$ cat config.mk
export PLATFORM = sky130hd
export DESIGN_NAME = req_serializer
export DESIGN_NICKNAME = d
export VERILOG_FILES = /design/src/rtl/seq_pkg.sv /design/src/rtl/req_serializer.sv
export SDC_FILE = /design/constraint.sdc
export NUM_CORES = 1
export LEC_CHECK = 0
export ABC_AREA = 0
export CELL_PAD_IN_SITES_DETAIL_PLACEMENT = 0
export CELL_PAD_IN_SITES_GLOBAL_PLACEMENT = 2
export CORE_ASPECT_RATIO = 1.75
export CORE_MARGIN = 2
export CORE_UTILIZATION = 24
export CTS_CLUSTER_SIZE = 40
export DETAILED_ROUTE_END_ITERATION = 6
export PLACE_DENSITY_LB_ADDON = 0.1
export SLEW_MARGIN = 10
export SYNTH_ARGS = -nofsm -noshare
export SYNTH_HDL_FRONTEND = slang
export SYNTH_SLANG_ARGS = --single-unit
$ cat constraint.sdc
create_clock -name clk -period 1.4 [get_ports clk]
set_clock_uncertainty 0.2 [all_clocks]
set_input_delay 0.28 -clock clk [delete_from_list [all_inputs] [get_ports clk]]
set_output_delay 0.28 -clock clk [all_outputs]
set_load 0.01 [all_outputs]
$ cat src/rtl/seq_pkg.sv
// Shared definitions for the req_serializer -> seq_det (110 detector) serial path.
package seq_pkg;

  typedef enum logic [0:0] {
    IDLE  = 1'b0,
    SHIFT = 1'b1
  } ser_state_e;

  // Idle cycles present a 0 bit to the detector.
  localparam logic REQ_IDLE_BIT = 1'b0;

  // seq_det states: nothing seen, "1" seen, "11" seen.
  localparam logic [1:0] DET_S0  = 2'd0;
  localparam logic [1:0] DET_S1  = 2'd1;
  localparam logic [1:0] DET_S11 = 2'd2;

endpackage

$ cat src/rtl/req_serializer.sv
// Parallel-to-serial word feeder for seq_det.req; one bit per clock, done pulse per word.
// Optional macro REQ_SERIALIZER_BACK2BACK_EN: accept the next word in the last-bit cycle.
module req_serializer
  import seq_pkg::*;
#(
  parameter int WIDTH     = 8,
  parameter bit MSB_FIRST = 1'b1
) (
  input  logic             clk,
  input  logic             rst,
  input  logic             in_valid,
  input  logic [WIDTH-1:0] in_data,
  output logic             in_ready,
  output logic             req,
  output logic             req_valid,
  output logic             busy,
  output logic             done
);

  localparam int             CW       = $clog2(WIDTH);
  localparam logic [CW-1:0]  CNT_LAST = CW'(WIDTH - 1);
  localparam logic [CW-1:0]  CNT_ONE  = CW'(1);

  ser_state_e       state_q, state_d;
  logic [WIDTH-1:0] shreg_q, shreg_d;
  logic [CW-1:0]    cnt_q, cnt_d;
  logic             req_q, req_d;
  logic             req_valid_q, req_valid_d;
  logic             done_q, done_d;
  logic             hs;
  logic [WIDTH-1:0] shifted;

  function automatic logic first_bit(input logic [WIDTH-1:0] w);
    return MSB_FIRST ? w[WIDTH-1] : w[0];
  endfunction

  function automatic logic [WIDTH-1:0] shift_word(input logic [WIDTH-1:0] w);
    return MSB_FIRST ? {w[WIDTH-2:0], 1'b0} : {1'b0, w[WIDTH-1:1]};
  endfunction

`ifdef REQ_SERIALIZER_BACK2BACK_EN
  assign in_ready = (state_q == IDLE) || ((state_q == SHIFT) && (cnt_q == '0));
`else
  assign in_ready = (state_q == IDLE);
`endif

  assign hs        = in_valid && in_ready;
  assign shifted   = shift_word(shreg_q);
  assign req       = req_q;
  assign req_valid = req_valid_q;
  assign done      = done_q;
  assign busy      = (state_q == SHIFT);

  always_comb begin
    state_d     = state_q;
    shreg_d     = shreg_q;
    cnt_d       = cnt_q;
    req_d       = REQ_IDLE_BIT;
    req_valid_d = 1'b0;
    done_d      = 1'b0;
    case (state_q)
      IDLE: begin
        if (hs) begin
          shreg_d     = in_data;
          req_d       = first_bit(in_data);
          req_valid_d = 1'b1;
          cnt_d       = CNT_LAST;
          state_d     = SHIFT;
        end
      end
      SHIFT: begin
        if (cnt_q != '0) begin
          shreg_d     = shifted;
          req_d       = first_bit(shifted);
          req_valid_d = 1'b1;
          cnt_d       = cnt_q - CNT_ONE;
        end else begin
          // Word complete; a handshake here only happens in back-to-back builds.
          done_d = 1'b1;
          if (hs) begin
            shreg_d     = in_data;
            req_d       = first_bit(in_data);
            req_valid_d = 1'b1;
            cnt_d       = CNT_LAST;
          end else begin
            state_d = IDLE;
          end
        end
      end
      default: state_d = IDLE;
    endcase
  end

  always_ff @(posedge clk) begin
    if (rst) begin
      state_q     <= IDLE;
      shreg_q     <= '0;
      cnt_q       <= '0;
      req_q       <= REQ_IDLE_BIT;
      req_valid_q <= 1'b0;
      done_q      <= 1'b0;
    end else begin
      state_q     <= state_d;
      shreg_q     <= shreg_d;
      cnt_q       <= cnt_d;
      req_q       <= req_d;
      req_valid_q <= req_valid_d;
      done_q      <= done_d;
    end
  end

endmodule
# == After elaboration in Yosys (flattened, before gate mapping) ==
# Cells that the tools add are included.
# word_totals
register_bits,14
inputBits,11
output_inout_bits,5
word_cells,23
# op_classes
n_addsub,1
n_mux,13
n_bitwise,1
n_reduce_logical,3
# ops
cell,count
2-to-1 mux 8 bit,2
one-hot mux 8 bit (2 select lines),1
2-to-1 mux 3 bit,2
one-hot mux 3 bit (2 select lines),1
2-to-1 mux 1 bit,5
one-hot mux 1 bit (2 select lines),2
nonzero test 3 bit,1
"subtractor 3 x 1 -> 3 bit, second input constant",1
OR reduction 2 bit,1
logical AND 1 bit,1
inverter 1 bit,1

# == Longest topological paths before layout ==
# Gate-level depths: netlist of the first run.
# logic_depth
word_depth,5
ltp_mapped,6
depth_no_buf,5

# == Worst setup path after synthesis of the first run ==
# No wires, ideal clock.
# synth_timing
kind,register -> register
start,register cnt_q[0]
end,register cnt_q[2]
setup_time_ns,0.074
arrival_ns,1.214
required_time_ns,1.126
setup_slack_ns,-0.089
stages_incl_launch_ff,5
n_path_buf,0
synth_period_minus_slack_ns,1.489
cell_sequence,dfxtp_1 > inv_1 > ha_1 > or4b_1 > a31oi_1
# synth_via
elab_chain_len,3
word_cells_on_any_way,4
cone_classes,add/sub: 1; mux: 2; reduce/logical: 1
# synth_rtl
item,line,source
start: declaration,req_serializer.sv:26,"logic [CW-1:0] cnt_q, cnt_d;"
start signal: assignment,req_serializer.sv:105,cnt_q <= cnt_d;
subtractor 3 x 1 -> 3 bit / nonzero test 3 bit (equally long branches),"req_serializer.sv:76, req_serializer.sv:72",
2-to-1 mux 3 bit (*),req_serializer.sv:72,if (cnt_q != '0) begin
one-hot mux 3 bit (2 select lines) (*),req_serializer.sv:61,case (state_q)
# Mark *: on every way between the ends. The rest lies on a longest branch, timed or not.
# A chain may end at the register's enable or synchronous reset.

# == Worst setup path after layout of the first run ==
# layout_timing
start,register cnt_q[1]
end,register cnt_q[2]
# Same word-level chain as after synthesis.

==> summary.txt, run 1 <==
Run status
  • Run status: finished with violations
  • Failing checks: setup timing

Cells and area
  • Fin nets: 106
  • Layout area overhead: 62.63%
  • Antenna Diode Count: 0
  • Total non-filler cell area in the finished layout: 974.7 µm²
  • Fraction of layout instances using a drive strength above 1: 38.04%
  • Filler cell count: 254

Global route
  • Global routing's busiest layer: met2
  • GR Util met2: 20.66%
  • Pin count of the biggest net entering global routing: 12
  • Global routing met1 resource utilization: 13.56%
  • Overall routing resource usage: 11.83%
  • GR Layer Usage met3: 2.067%
  • Number of global-route vias before repair: 583
  • GR Overflow Total: 0
  • First-pass GRT wire length: 2684 µm
  • Antenna violations before repair: 0

Timing
  • RSZ-0062 raised after global routing: true
  • Final Max Slew Viols: 0
  • FMAX: 0.6932 GHz
  • Fin crit share: 103.0%
  • Slack of the critical path: -42.58 ps
  • Clock period minus worst slack: 1443 ps
  • TNS Setup: -42.58 ps
  • Setup violations, final: 1
  • Final Hold Violating Endpoints: 0
  • Worst-margin pin slew: 239.6 ps
  • Max_slew headroom: 83.80%

Floorplanning
  • Area enclosed by the die boundary: 2929 µm²
  • Placement Rows: 24
  • Core Box Area: 2432 µm²
  • Starting Density: 24.64%
  • Overall die width: 41.78 µm
  • Number of top-level pins: 16
  • Die Span Y: 70.11 µm

Job
  • Max-cap check violation count: 0

Synth
  • Library cell with the largest summed area after synthesis: sky130_fd_sc_hd__dfxtp_1
  • Synthesized flop and latch total: 13
  • Cell area after synthesis: 599.3 µm²
  • Post-synthesis instance total: 67
  • Async S/R FF share, synth: 0%
  • Mapped Avg Cell Area: 8.945 µm²
  • Top-area cell type share of the netlist area: 43.42%
  • Most instantiated library cell after synthesis: sky130_fd_sc_hd__dfxtp_1
  • Synth top area cells: sky130_fd_sc_hd__dfxtp_1, sky130_fd_sc_hd__a221oi_1, sky130_fd_sc_hd__a22oi_1
  • Primary flip-flop cell chosen by synthesis mapping: sky130_fd_sc_hd__dfxtp_1
  • Unique cell type count in the Yosys netlist: 24
  • Ranking of synthesized cells by instance count: sky130_fd_sc_hd__dfxtp_1, sky130_fd_sc_hd__inv_1, sky130_fd_sc_hd__nand2_1
  • Number of flops mapped to enable cells by yosys: 0
  • Synthesis Warnings: 0
  • Portion of the post-synthesis area used by sequential elements: 43.42%
  • Syn nets: 80

Critical path
  • Cell depth of the worst flop-to-flop path: 4
  • Start-to-end type of the worst setup path: flop to flop
  • Max FO, Critical Path: 3
  • Minimum setup slack among reg-to-reg paths: -40 ps
  • Critical Path AT: 1410 ps
  • Worst Setup SP: cnt_q[1]
  • Required time at the worst-slack endpoint: 1370 ps
  • Critical Path End: cnt_q[2]
  • Critical register-to-register path startpoint: cnt_q[1]
  • Crit start category: flop
  • Endpoint of the worst-slack reg-to-reg timing path: cnt_q[2]
  • Sort of element at the end of the critical path: flop

Clock tree
  • Clock root cell: sky130_fd_sc_hd__clkbuf_8
  • Clock network latency to the later pin of the worst-skew pair: 240 ps
  • Worst-path clk slew: 60 ps
  • CTS Buffer Depth: 2
  • Sinks on Clock Net: 13
  • CTS tree: built
  • Maximum level of the CTS H-tree: 1
  • Total clock buffers created by CTS: 3

Place
  • Placer congestion estimate: 0.6625
  • Cell Area, Placed: 829.5 µm²
  • Sum of net half-perimeters after detailed placement: 1052 µm
  • Input/output buffers: 15

Routing
  • Final ANT Viol Nets: 0
  • DRC marker count from the first detailed-route iteration: 11
  • Number of vias in the routed layout: 582
  • Residual DRC: 0
  • Routed wire length: 1627 µm
  • Pre-Repair DR Iteration Count: 3
  • Routed wire per std cell: 13.79 µm
  • Vias per cell: 4.932

Pwr
  • Internal power of the cells: 793.3 µW
  • Total power: 1109 µW
  • Leakage power: 0.0003846 µW
  • Share of total power in combinational logic: 30.4%
  • Pwr Density: 1138 nW/µm²
  • Switching part of the total power: 28.47%
  • Sw Pwr: 315.7 µW
  • IR Drop Worst-Case VDD: 0.5538 mV
  • Sequential share of power: 39.4%
  • Clock power share: 30.2%

Min path
  • Path class of the lowest-slack min-delay path: flop to flop
  • Hold-critical path depth: 2
-- through the flow --
| step | utilization (%) | hold slack, ps | setup slack [ps] | instances |
|---|---|---|---|---|
| 4_1_cts | 37.65 | 270.7 | -52.74 | 116 |
| 5_1_grt | 40.07 | 285.5 | -78.87 | 118 |
| 3_3_place_gp | 34.10 | 266.9 | -321.1 | 110 |
| 2_1_floorplan | - | 157.3 | -30.95 | 67 |
| 6_report | 40.07 | 267.1 | -42.58 | 118 |
| 3_5_place_dp | 34.10 | 262.1 | -353.8 | 110 |
-- registers in the layout, indices dropped and copies added, names as in the netlist --
name	cells
shreg_q	7
done	1
req_valid	1
req	1
cnt_q	3
-- area by class of cell --
type	instances	area (µm²)	area share, %
tap	26	32.53	3.338
sequential	13	266.5	27.34
multi-input combinational	39	360.3	36.97
inverter	9	33.78	3.466
timing repair buffer	27	236.5	24.26
clock buffer	4	45.04	4.621
-- worst min path at each step --
stage	startpoint	endpoint	slack, ps
finish	shreg_q[2]	shreg_q[3]	270
global route	shreg_q[2]	shreg_q[3]	290
CTS	shreg_q[2]	shreg_q[3]	270
detailed placement	shreg_q[2]	shreg_q[3]	260
global placement	shreg_q[4]	shreg_q[5]	270
floorplan	rst	done	160
-- logic make-up after synthesis --
kind of cell	after synthesis	synth area share (%)
buffers and inverters	15	10.44
AOI/OAI and AO/OA	20	25.05
and+or+nand+nor	15	13.57
adders and majority gates	2	4.175
DFF	13	43.42
muxes	2	3.340
-- routing by layer --
| layer | wire [µm] | vias to the layer above |
|---|---|---|
| li1 | - | 290 |
| met2 | 940 | 9 |
| met1 | 623 | 281 |
| met3 | 49 | 2 |
| met5 | 0 | - |
| met4 | 13 | 0 |
-- repair_timing --
action,4_1_cts,5_1_grt
pin swaps,5,7
cloned,2,0
hold buffers,0,0
buffers inserted,0,2
setup endpoints to repair,15,15
resized for setup,17,14
-- worst max-delay path: stages (launching register included) --
cell                      delay (ps)
sky130_fd_sc_hd__dfxtp_2         330
sky130_fd_sc_hd__inv_2            50
sky130_fd_sc_hd__ha_4            160
sky130_fd_sc_hd__or4b_1          460
sky130_fd_sc_hd__a31oi_1         170
-- layout by cell type (no fill, tap or decap), types with 2 or more instances in the layout --
cell	instances
sky130_fd_sc_hd__a211oi_1	2
sky130_fd_sc_hd__a211oi_2	2
sky130_fd_sc_hd__a221oi_2	5
sky130_fd_sc_hd__a22oi_1	4
sky130_fd_sc_hd__a31oi_1	2
sky130_fd_sc_hd__buf_4	9
sky130_fd_sc_hd__buf_6	2
sky130_fd_sc_hd__clkbuf_8	3
sky130_fd_sc_hd__clkdlybuf4s15_1	2
sky130_fd_sc_hd__clkdlybuf4s50_1	9
sky130_fd_sc_hd__dfxtp_1	10
sky130_fd_sc_hd__dfxtp_2	2
sky130_fd_sc_hd__dlygate4sd2_1	3
sky130_fd_sc_hd__inv_1	6
sky130_fd_sc_hd__inv_2	3
sky130_fd_sc_hd__mux2i_1	2
sky130_fd_sc_hd__nand2_1	6
sky130_fd_sc_hd__nand2b_1	2
-- power by group through the flow --
stage	combinational (µW)	clock [µW]	sequential, µW
floorplan	150	0	444
global placement	266	0	443
detailed placement	267	0	443
CTS	295	350	436
global route	368	367	442
finish	337	335	437
Note: power is estimated with default switching activity, not from simulation.
==> inputs of run 2 (changes only) <==
--- a/config.mk
+++ b/config.mk
@@ -8,9 +8,8 @@
 export ABC_AREA = 0
 export CELL_PAD_IN_SITES_DETAIL_PLACEMENT = 0
 export CELL_PAD_IN_SITES_GLOBAL_PLACEMENT = 2
-export CORE_ASPECT_RATIO = 1.75
 export CORE_MARGIN = 2
-export CORE_UTILIZATION = 24
+export CORE_UTILIZATION = 28
 export CTS_CLUSTER_SIZE = 40
 export DETAILED_ROUTE_END_ITERATION = 6
 export PLACE_DENSITY_LB_ADDON = 0.1
==> constraint.sdc (replaced) <==
create_clock -name clk -period 1.8 [get_ports clk]
set_clock_uncertainty 0.2 [all_clocks]
set_input_delay 0.36 -clock clk [delete_from_list [all_inputs] [get_ports clk]]
set_output_delay 0.36 -clock clk [all_outputs]
set_load 0.01 [all_outputs]
==> run 2 against run 1 <==
Against the previous run: critical path type is now flop to output port; highest routed layer unchanged; sequential power is 22% lower; count of clock-buffer cells in the layout unchanged; critical path depth decreased by 3; largest cell class unchanged; the flow now finishes without violations; largest power group unchanged.
==> summary.txt, run 2 (same netlist as run 1, synthesis figures left out) <==
Run status
  • Run status: finished, final reports clean

Critical path
  • Top delay family on crit path: buffers and inverters
  • Minimum setup slack among reg-to-reg paths: 200 ps
  • Cell-by-cell trace of the critical path: clkdlybuf4s50_1
  • Crit start category: flop
  • Required time at the worst-slack endpoint: 1240 ps
  • Crit-path max cell delay: 520 ps
  • Critical register-to-register path startpoint: cnt_q[0]
  • Critical Path AT: 1110 ps
  • CP Buf/Inv Count: 1
  • Slowest-stage cell, CP: sky130_fd_sc_hd__clkdlybuf4s50_1
  • Max FO, Critical Path: 1
  • Start-to-end type of the worst setup path: flop to output port
  • Worst Setup SP: req
  • Sort of element at the end of the critical path: output port

Timing
  • FMAX: 0.6005 GHz
  • Clock period minus worst slack: 1665 ps
  • Max_slew headroom: 81.27%
  • Setup violations, final: 0
  • Final Max Slew Viols: 0
  • RSZ-0062 raised after global routing: false
  • Slack of the critical path: 134.8 ps
  • Final Hold Violating Endpoints: 0
  • Worst-margin pin slew: 280.9 ps
  • Fin crit share: 92.51%

Clock tree
  • CTS tree: built
  • Worst-path clk slew: 80 ps
  • Sinks on Clock Net: 13
  • Clock network latency to the later pin of the worst-skew pair: 270 ps
  • CTS Buffer Depth: 2
  • Total clock buffers created by CTS: 3
  • Maximum level of the CTS H-tree: 1
  • Clock root cell: sky130_fd_sc_hd__clkbuf_4
  • Hold-fix buffer count after cts: 0

Floorplanning
  • Core Box Area: 1982 µm²
  • Number of top-level pins: 16
  • Die Span Y: 50.27 µm
  • Overall die width: 50.27 µm
  • Starting Density: 30.24%
  • Placement Rows: 16
  • Area enclosed by the die boundary: 2527 µm²

Cells and area
  • Post-route core utilization: 43.56%
  • Biggest regs: shreg_q: 7 flops, cnt_q: 3 flops
  • Antenna Diode Count: 0
  • Fin nets: 104
  • Filler cell count: 200
  • Number of flip-flops in the largest register: 7
  • Fraction of layout instances using a drive strength above 1: 16.67%
  • Total non-filler cell area in the finished layout: 863.3 µm²
  • Commonest cells after routing, fill and taps aside: sky130_fd_sc_hd__dfxtp_1, sky130_fd_sc_hd__clkdlybuf4s50_1, sky130_fd_sc_hd__buf_4
  • Biggest register: shreg_q
  • Area of the multi-input gates: 276.5 µm²
  • Layout area overhead: 44.05%
  • Register area: 264.0 µm²

Routing
  • Vias per cell: 4.795
  • Routed wire length: 1392 µm
  • Routed wire per std cell: 11.90 µm
  • Pre-Repair DR Iteration Count: 4
  • DRC marker count from the first detailed-route iteration: 12
  • Final ANT Viol Nets: 0
  • Number of vias in the routed layout: 561
  • Residual DRC: 0

Place
  • Placer congestion estimate: 0.7036
  • DP Worst Slack: -18.34 ps
  • Input/output buffers: 15
  • Sum of net half-perimeters after detailed placement: 1035 µm
  • Cell Area, Placed: 829.5 µm²

Pwr
  • IR Drop Worst-Case VDD: 0.3911 mV
  • Total power: 715.5 µW
  • Pwr Density: 828.8 nW/µm²
  • Leakage power: 0.0003593 µW

Global route
  • Overall routing resource usage: 12.56%
  • First-pass GRT wire length: 2373 µm
  • Antenna violations before repair: 0
  • GR Overflow Total: 0
  • Number of global-route vias before repair: 562
  • Pin count of the biggest net entering global routing: 8

Min path
  • Path class of the lowest-slack min-delay path: flop to flop
  • Hold Crit Start: shreg_q[0]

Job
  • Max-cap check violation count: 0
[run 2: changes by cell type in the layout (fill, tap and decap cells not counted), moves of 3 or more]
cell                              change
sky130_fd_sc_hd__a221oi_2             -5
sky130_fd_sc_hd__a221oi_1             +5
sky130_fd_sc_hd__clkbuf_8             -3
sky130_fd_sc_hd__clkbuf_4             +3
sky130_fd_sc_hd__clkdlybuf4s50_1      +3
[run 2: final timing paths]
path	to	cells past startpoint
setup / recovery	req	1
hold / removal	shreg_q[1]	2
setup reg to reg	shreg_q[1]	6
hold reg to reg	shreg_q[1]	2
[run 2: timing repair]
item / 4_1_cts / 5_1_grt
resized for setup: 3 / 2
setup endpoints to repair: 3 / 2
gates cloned: 0 / 0
buffers inserted: 0 / 0
[run 2: area by class of cell]
| type | count | area share, % |
|---|---|---|
| Clock buffer | 4 | 3.043 |
| Inverter | 9 | 3.913 |
| Multi-Input combinational cell | 39 | 32.03 |
| Sequential cell | 13 | 30.58 |
| Tap cell | 27 | 3.913 |
| Timing Repair Buffer | 25 | 26.52 |
[run 2: where the power goes]
group | internal, µW | switching, µW
Clock | 85.7 | 95.9
Combinational | 107 | 87.8
Sequential | 319 | 20.0
[run 2: per-stage QoR]
step | std cells | hold slack (ps) | setup TNS (ps)
3_3_place_gp | 113 | 253.3 | -31.72
3_5_place_dp | 113 | 256.1 | -18.34
5_1_grt | 117 | 286.7 | 0
2_1_floorplan | 67 | 236.4 | 0
4_1_cts | 117 | 270.2 | 0
6_report | 117 | 265.3 | 0
[run 2: routing by layer]
layer  global-route usage [%]  vias up  wire length (µm)
met4                    6.944        0                14
met1                    15.31      257               664
met2                    19.96       17               641
li1                         -      285                 -
met5                        0        -                 0
met3                    3.274        2                71
==> inputs of run 3 (changes only) <==
--- a/config.mk
+++ b/config.mk
@@ -13,6 +13,7 @@
 export CTS_CLUSTER_SIZE = 40
 export DETAILED_ROUTE_END_ITERATION = 6
 export PLACE_DENSITY_LB_ADDON = 0.1
+export RECOVER_POWER = 25
 export SLEW_MARGIN = 10
 export SYNTH_ARGS = -nofsm -noshare
 export SYNTH_HDL_FRONTEND = slang
==> run 3 against run 2 <==
Against the previous run: utilization shrank 0.25 points; cell area is 0.58% lower; highest routed layer unchanged; via count is 0.18% higher.
==> summary.txt, run 3 (same netlist as run 1, synthesis figures left out) <==
Routing
  • Routed wire length: 1389 µm
  • DRC marker count from the first detailed-route iteration: 12
  • Routed wire per std cell: 11.87 µm
  • Final ANT Viol Nets: 0
  • Pre-Repair DR Iteration Count: 4
  • Number of vias in the routed layout: 562
  • Residual DRC: 0
  • Vias per cell: 4.803

Cells and area
  • Post-route core utilization: 43.31%
  • Commonest cells after routing, fill and taps aside: sky130_fd_sc_hd__dfxtp_1, sky130_fd_sc_hd__clkdlybuf4s50_1, sky130_fd_sc_hd__buf_4
  • Fraction of layout instances using a drive strength above 1: 16.67%
  • Number of flip-flops in the largest register: 7
  • Biggest regs: shreg_q: 7 flops, cnt_q: 3 flops
  • Antenna Diode Count: 0
  • Most common cell after layout, fill and taps aside: sky130_fd_sc_hd__dfxtp_1
  • Fin nets: 104
  • Layout area overhead: 43.21%
  • Biggest register: shreg_q
  • Total non-filler cell area in the finished layout: 858.3 µm²

Floorplanning
  • Starting Density: 30.24%
  • Area enclosed by the die boundary: 2527 µm²
  • Number of top-level pins: 16
  • Placement Rows: 16
  • Overall die width: 50.27 µm
  • Die Span Y: 50.27 µm
  • Core Box Area: 1982 µm²

Clock tree
  • Total clock buffers created by CTS: 3
  • Hold-fix buffer count after cts: 0
  • Clock network latency to the later pin of the worst-skew pair: 270 ps
  • Sinks on Clock Net: 13
  • CTS tree: built
  • CTS Buffer Depth: 2
  • Worst-path clk slew: 80 ps
  • Clock root cell: sky130_fd_sc_hd__clkbuf_4
  • # Post-CTS Setup Buffers: 0
  • Maximum level of the CTS H-tree: 1

Global route
  • Pin count of the biggest net entering global routing: 8
  • GR Overflow Total: 0
  • Antenna violations before repair: 0
  • First-pass GRT wire length: 2373 µm
  • Number of global-route vias before repair: 562
  • Overall routing resource usage: 12.56%

Critical path
  • Top delay family on crit path: buffers and inverters
  • Sort of element at the end of the critical path: output port
  • Levels on crit path: 1
  • Slowest-stage cell, CP: sky130_fd_sc_hd__clkdlybuf4s50_1
  • Endpoint of the worst-slack reg-to-reg timing path: shreg_q[1]
  • Worst Setup SP: req
  • Critical Path AT: 1110 ps
  • Start-to-end type of the worst setup path: flop to output port
  • Cell depth of the worst flop-to-flop path: 6
  • Critical register-to-register path startpoint: cnt_q[0]
  • Max FO, Critical Path: 1
  • Minimum setup slack among reg-to-reg paths: 200 ps
  • Critical Path End: req
  • Crit start category: flop
  • Required time at the worst-slack endpoint: 1240 ps
  • Crit-path max cell delay: 520 ps
  • CP Buf/Inv Count: 1
  • Cell-by-cell trace of the critical path: clkdlybuf4s50_1

Timing
  • FMAX: 0.6005 GHz
  • RSZ-0062 raised after global routing: false
  • Clock period minus worst slack: 1665 ps
  • Fin crit share: 92.51%
  • Final Max Slew Viols: 0
  • Slack of the critical path: 134.8 ps
  • Setup violations, final: 0
  • Final Hold Violating Endpoints: 0
  • Worst-margin pin slew: 287.4 ps
  • Max_slew headroom: 80.84%

Place
  • Cell Area, Placed: 829.5 µm²
  • Placer congestion estimate: 0.7036
  • Input/output buffers: 15
  • Sum of net half-perimeters after detailed placement: 1035 µm
  • DP Worst Slack: -18.34 ps

Pwr
  • Total power: 715.0 µW
  • Pwr Density: 833.1 nW/µm²
  • IR Drop Worst-Case VDD: 0.3910 mV
  • Leakage power: 0.0003304 µW

Job
  • Max-cap check violation count: 0

Run status
  • Run status: finished, final reports clean

Min path
  • Path class of the lowest-slack min-delay path: flop to flop
## run 3: stage by stage
stage | hold WS (ps) | TNS (ps) | cells
5_1_grt | 286.7 | 0 | 117
4_1_cts | 270.2 | 0 | 117
3_3_place_gp | 253.3 | -31.72 | 113
3_5_place_dp | 256.1 | -18.34 | 113
6_report | 265.3 | 0 | 117
2_1_floorplan | 236.4 | 0 | 67
## run 3: area by class of cell
cell class                 count  area (µm²)
fill                         202        1124
multi-input combinational     39       276.5
sequential                    13       264.0
timing repair buffer          25       224.0
inverter                       9       33.78
tap                           27       33.78
clock buffer                   4       26.28
## run 3: what timing repair did
action | CTS | global route
gates resized for setup | 3 | 2
pin swaps | 0 | 0
setup endpoints to repair | 3 | 2
## run 3: worst min path at each step
stage / end / startpoint / cells after the start
after floorplan: shreg_q[5] / shreg_q[4] / 2
after global placement: shreg_q[3] / shreg_q[2] / 2
after detailed placement: shreg_q[3] / shreg_q[2] / 2
after CTS: shreg_q[3] / shreg_q[2] / 2
after global routing: shreg_q[6] / shreg_q[5] / 2
final: shreg_q[1] / shreg_q[0] / 2
## run 3: power by group
part | leakage [µW] | internal (µW) | switching (µW)
Sequential | 0.000108 | 319 | 20.1
Combinational | 0.000207 | 106 | 87.8
Clock | 0.0000150 | 85.7 | 95.9
Total | 0.000330 | 511 | 204
## run 3: worst min-delay path: cells and delay by family, from the launching register on
kind,cells,cell delay [ps]
flops,1,310
compound gates,1,60
buf+inv,1,50
## run 3: per-layer routing
layer  vias to the layer above  GRT usage [%]  wire length (µm)
li1                        285              -                 -
met1                       258          15.31               657
met3                         2          3.274                74
met2                        17          19.96               643
met5                         -              0                 0
met4                         0          6.944                14
